==> src/rtl/dadda_mul_arbiter.sv <==
// Round-robin arbiter sharing one 16x16 Dadda multiplier among NUM_REQ valid/ready requesters.
// The product is registered and returned with the requester id on a single response channel.
module dadda_mul_arbiter #(
    parameter int unsigned NUM_REQ = 4,
    parameter int unsigned ID_W    = 2
) (
    input  logic                    clk,
    input  logic                    rst_n,
    input  logic [NUM_REQ-1:0]      req_valid,
    output logic [NUM_REQ-1:0]      req_ready,
    input  logic [16*NUM_REQ-1:0]   req_a,
    input  logic [16*NUM_REQ-1:0]   req_b,
    output logic                    resp_valid,
    input  logic                    resp_ready,
    output logic [31:0]             resp_product,
    output logic [ID_W-1:0]         resp_id,
    output logic                    busy,
    output logic [15:0]             op_count
);

    typedef enum logic [1:0] {StIdle, StMul, StDone} state_e;

    state_e          r_state;
    state_e          w_state_next;
    logic [ID_W-1:0] r_ptr;
    logic [ID_W-1:0] r_id;
    logic [15:0]     r_op_a;
    logic [15:0]     r_op_b;
    logic            r_resp_valid;
    logic [31:0]     r_resp_product;
    logic [ID_W-1:0] r_resp_id;
    logic [15:0]     r_op_count;

    logic            w_win_found;
    logic [ID_W-1:0] w_win_id;
    logic [15:0]     w_sel_a;
    logic [15:0]     w_sel_b;
    logic            w_accept;
    logic [31:0]     w_product;

    // Target row heights of the Dadda reduction sequence down to two rows.
    function automatic int stage_height(input int s);
        case (s)
            0:       return 13;
            1:       return 9;
            2:       return 6;
            3:       return 4;
            4:       return 3;
            default: return 2;
        endcase
    endfunction

    // Each stage compresses only enough row triples (in parallel) to reach the next height.
    function automatic logic [31:0] dadda_mul16(input logic [15:0] a, input logic [15:0] b);
        logic [31:0] rows [16];
        logic [31:0] nr   [16];
        logic [31:0] x;
        logic [31:0] y;
        logic [31:0] z;
        int          n;
        int          tgt;
        int          c;
        for (int i = 0; i < 16; i++) begin
            rows[i] = b[i] ? (32'(a) << i) : 32'd0;
        end
        n = 16;
        for (int s = 0; s < 6; s++) begin
            tgt = stage_height(s);
            c   = n - tgt;
            for (int j = 0; j < 16; j++) begin
                nr[j] = 32'd0;
            end
            for (int j = 0; j < 5; j++) begin
                if (j < c) begin
                    x         = rows[3*j];
                    y         = rows[3*j+1];
                    z         = rows[3*j+2];
                    nr[2*j]   = x ^ y ^ z;
                    nr[2*j+1] = ((x & y) | (x & z) | (y & z)) << 1;
                end
            end
            for (int j = 0; j < 16; j++) begin
                if (j >= 3*c && j < n) begin
                    nr[j-c] = rows[j];
                end
            end
            rows = nr;
            n    = tgt;
        end
        return rows[0] + rows[1];
    endfunction

    assign w_product = dadda_mul16(r_op_a, r_op_b);

    // Search starts just past the last grantee so it gets lowest priority.
    always_comb begin
        logic [ID_W-1:0] idx;
        w_win_found = 1'b0;
        w_win_id    = '0;
        for (int unsigned k = 1; k <= NUM_REQ; k++) begin
            idx = ID_W'((32'(r_ptr) + k) % NUM_REQ);
            if (!w_win_found && req_valid[idx]) begin
                w_win_found = 1'b1;
                w_win_id    = idx;
            end
        end
    end

    always_comb begin
        w_sel_a = '0;
        w_sel_b = '0;
        for (int i = 0; i < int'(NUM_REQ); i++) begin
            if (w_win_id == ID_W'(i)) begin
                w_sel_a = req_a[16*i +: 16];
                w_sel_b = req_b[16*i +: 16];
            end
        end
    end

    assign w_accept = (r_state == StIdle) && w_win_found;

    always_ff @(posedge clk or negedge rst_n) begin
        if (!rst_n) begin
            r_state <= StIdle;
        end else begin
            r_state <= w_state_next;
        end
    end

    always_comb begin
        w_state_next = r_state;
        case (r_state)
            StIdle:  if (w_accept) w_state_next = StMul;
            StMul:   w_state_next = StDone;
            StDone:  if (r_resp_valid && resp_ready) w_state_next = StIdle;
            default: w_state_next = StIdle;
        endcase
    end

    always_comb begin
        req_ready = '0;
        busy      = (r_state != StIdle);
        if (w_accept) begin
            req_ready[w_win_id] = 1'b1;
        end
    end

    always_ff @(posedge clk or negedge rst_n) begin
        if (!rst_n) begin
            r_ptr          <= ID_W'(NUM_REQ - 1);
            r_id           <= '0;
            r_op_a         <= '0;
            r_op_b         <= '0;
            r_resp_valid   <= 1'b0;
            r_resp_product <= '0;
            r_resp_id      <= '0;
            r_op_count     <= '0;
        end else begin
            if (w_accept) begin
                r_op_a <= w_sel_a;
                r_op_b <= w_sel_b;
                r_id   <= w_win_id;
                r_ptr  <= w_win_id;
            end
            if (r_state == StMul) begin
                r_resp_product <= w_product;
                r_resp_id      <= r_id;
                r_resp_valid   <= 1'b1;
            end
            if (r_state == StDone && r_resp_valid && resp_ready) begin
                r_resp_valid <= 1'b0;
                r_op_count   <= r_op_count + 16'd1;
            end
        end
    end

    assign resp_valid   = r_resp_valid;
    assign resp_product = r_resp_product;
    assign resp_id      = r_resp_id;
    assign op_count     = r_op_count;

endmodule

==> config.mk <==
export PLATFORM = sky130hd
export DESIGN_NAME = dadda_mul_arbiter
export DESIGN_NICKNAME = d
export VERILOG_FILES = /design/src/rtl/dadda_mul_arbiter.sv
export SDC_FILE = /design/constraint.sdc
export NUM_CORES = 1
export LEC_CHECK = 0
export CAP_MARGIN = 15
export CORE_UTILIZATION = 60
export DETAILED_ROUTE_END_ITERATION = 10
export DONT_BUFFER_PORTS = 1
export PLACE_DENSITY = 0.77
export SLEW_MARGIN = 5
export SYNTH_ARGS = -nofsm -noshare
export SYNTH_HDL_FRONTEND = slang
export SYNTH_SLANG_ARGS = --single-unit
==> constraint.sdc <==
create_clock -name clk -period 6.9 [get_ports clk]
set_input_delay 2.07 -clock clk [delete_from_list [all_inputs] [get_ports clk]]
set_output_delay 2.07 -clock clk [all_outputs]
set_load 0.03 [all_outputs]
==> summary.md <==
| Metric | Value |
|---|---|
| Final worst-path cycle share | `0.917` |
| Detailed-route wire length | `28,400 um` |
| Share of layout cells above drive strength 1 | `0.0315` |
| GR Overflow Total | `0` |
| CP required | `between 7 and 8 ns` |
| Most common cell in the netlist | `and2_1` |
| Reg2reg end | `resp_product[29]` |
| RR Startpoint | `r_op_a[5]` |
| DRC violations left | `0` |
| Multi-input logic area | `9230 um^2` |
| EDFF count, synth | `0` |
| Post-CTS setup buffers | `0` |
| Rows | `52` |
| Clock Tree Buf Depth | `2` |
| Final ANT Viol Nets | `0` |
| Slew HR | `0.357` |
| Max-cap violations | `0` |
| Hpwl dp | `22,300 um` |
| Ys Warns | `0` |
| Post-Syn Area | `12,400 um^2` |
| Area of the core | `20,200 um^2` |
| # nets final | `1,770` |
| Synth top area cells | `fa_1 (32%), dfrtp_1 (18%), and2_1 (11%), ha_1 (7.7%), nand2_1 (6.1%)` |
| Critical path class | `flop to flop` |
| Worst-path clk slew | `0.07 ns` |
| Cts repair resizes | `0` |
| Count of different cell masters after synthesis | `56` |
| TNS Setup | `0 ns` |
| CTS tree | `built` |
| Worst Tran Pin Value | `0.965 ns` |
| Fillers | `between 1,500 and 2,000` |
| Final min period | `6.33 ns` |
| Sequential element share of the synthesized area | `0.180` |
| Total CTS buffers | `9` |
| Flops & latches, synth | `roughly 90` |
| Initial Util | `0.613` |
| Worst Min Path Start | `r_id[1]` |
| 1st-iter DRT viols | `541` |
| Synthesized area per cell | `8.82 um^2` |
| Skew final | `0.0141 ns` |
| Clk root buf | `clkbuf_16` |
| Initial antenna violation count | `0` |
| Die area | `approximately 21,000 um^2` |
| Total global-route track usage | `0.281` |
| ANT cells | `0` |
| Worst Setup Start Kind | `flop` |
| First-pass GRT wire length | `47,300 um` |
| Max-slew violation count | `0` |
| Syn Nets | `between 1,500 and 2,000` |
| Router iterations before antenna repair | `5` |
| # hold bufs at CTS | `0` |
| # setup viols final | `0` |
| Die width | `146 um` |
| Hold Path End | `resp_id[1]` |
| Ports | `191` |
| RePlAce Congestion | `0.907` |
| Critical Path Sink Type | `flop` |
| Die height | `around 150 um` |
| Via total after detailed routing | `~9,300` |
| Maximum clock frequency | `158 MHz` |
| Vias in the first global route | `9,582` |
| Most frequent cells after synthesis | `and2_1 (220), fa_1 (201), nand2_1 (200), inv_1 (189), dfrtp_1 (87)` |
| Vias per cell | `5.69` |
| HP Class | `flop to flop` |
| RSZ-0062 raised after global routing | `false` |
| Asr flop ratio synth | `1.00` |
| R2R Setup Slk | `roughly 0.57 ns` |
| Synth area leader | `fa_1` |
| Number of cells produced by synthesis | `between 1,000 and 1,500` |
| Status | `finished, final reports clean` |
| Cells on worst reg2reg path | `18` |
| Top-area cell type share of the netlist area | `0.324` |
| Port Buffers | `0` |
| Drt wl/cell | `17.4 um` |
| Register Area | `2230 um^2` |
| H-tree depth | `3` |
| Area delta synth->final | `4.11%` |
| Final Hold Fails | `0` |
| CTS sink count | `89` |
| Largest net degree at the start of global routing | `90` |
| Ys flop type | `dfrtp_1` |
| Critical Path AT | `~6.5 ns` |
| Crit Path Max Fanout | `17` |
| Hold Crit Depth | `2` |
| Latest clock arrival within the worst-skew pair | `between 0.3 and 0.4 ns` |
## critical path: stages, from the launching register on
cell and delay, ns:
dfrtp_1 0.62, and2_1 0.31, fa_1 0.53, inv_1 0.05
fa_1 0.44, fa_1 0.49, fa_1 0.57, fa_1 0.44
fa_1 0.50, inv_1 0.04, ha_1 0.32, and4_1 0.23
and3_1 0.22, a21boi_1 0.16, o21bai_1 0.30, or4b_1 0.47
a31oi_1 0.21, xor2_1 0.17, o21ai_1 0.07
## flip-flops by register name, indices dropped and copies added, names as in the netlist
signal,cells
r_ptr,2
r_op_b,16
resp_product,32
r_op_a,16
r_id,2
resp_id,2
r_state,2
resp_valid,1
op_count,16
## cell families (layout without fill, tap and decap cells)
| group | Yosys count | count (layout) | share of synthesized area |
|---|---|---|---|
| AOI/OAI and AO/OA | 191 | 191 | 0.0928 |
| DFF | 89 | 89 | 0.180 |
| xor gates and xnor gates | 31 | 31 | 0.0219 |
| buffers and inverters | 260 | 217 | 0.0790 |
| adders and majority gates | 277 | 277 | 0.401 |
| and+or+nand+nor | 555 | 555 | 0.223 |
| muxes | 3 | 3 | 0.00252 |
## layout by cell type, fill, tap and decap left out, types with 3 or more instances in the layout
cell,n
a21oi_1,49
clkbuf_16,9
and3_1,9
or3_1,3
o21a_1,8
dfrtp_1,87
ha_1,76
nand2_1,200
fa_1,201
nand3_1,24
o31ai_1,3
or2_2,3
nor2b_1,4
xor2_1,14
a22oi_1,16
a21o_1,10
a31oi_1,5
inv_1,189
o21ai_0,76
buf_4,11
nor2_1,73
xnor2_1,17
and2_1,220
nor3_1,5
nand4_1,4
## how the worst max path moves through the flow
stage                         start          endpoint  depth (start not counted)
final                     r_op_a[5]  resp_product[29]                         18
after global routing      r_op_b[8]  resp_product[29]                         18
after CTS                 r_op_b[8]  resp_product[29]                         18
after detailed placement  r_op_b[8]  resp_product[29]                         18
after global placement    r_op_a[5]  resp_product[29]                         18
after floorplan           r_op_b[8]  resp_product[29]                         19
## layer usage
layer  GRT usage  up-vias  wire length [um]
li1            -     4271                 -
met4      0.0958        0               866
met3      0.0370       67              1290
met2       0.489      312             14700
met1       0.362     4634             11600
met5           0        -                 0
## layout make-up
cell class                      count  share of cell area
Clock buffer                       10              0.0177
Clock inverter                      6             0.00746
Inverter                          190              0.0552
Multi-Input combinational cell   1057               0.714
Sequential cell                    89               0.173
Tap cell                          270              0.0262
Timing Repair Buffer               11             0.00639
## per-stage QoR
step	instance area, um^2	cells	hold WS (ns)	setup slack, ns	util
after detailed placement	12600	1617	0.477	0.589	0.622
final	12900	1633	0.497	0.570	0.638
after global routing	12900	1633	0.535	0.279	0.638
after global placement	12600	1617	0.465	0.692	0.622
after CTS	12900	1633	0.506	0.574	0.638
after floorplan	12400	1406	0.439	1.11	-
Power is left out: the tool's default activity adds up to more than one toggle a clock period on the data nets, which glitch-free logic cannot reach.
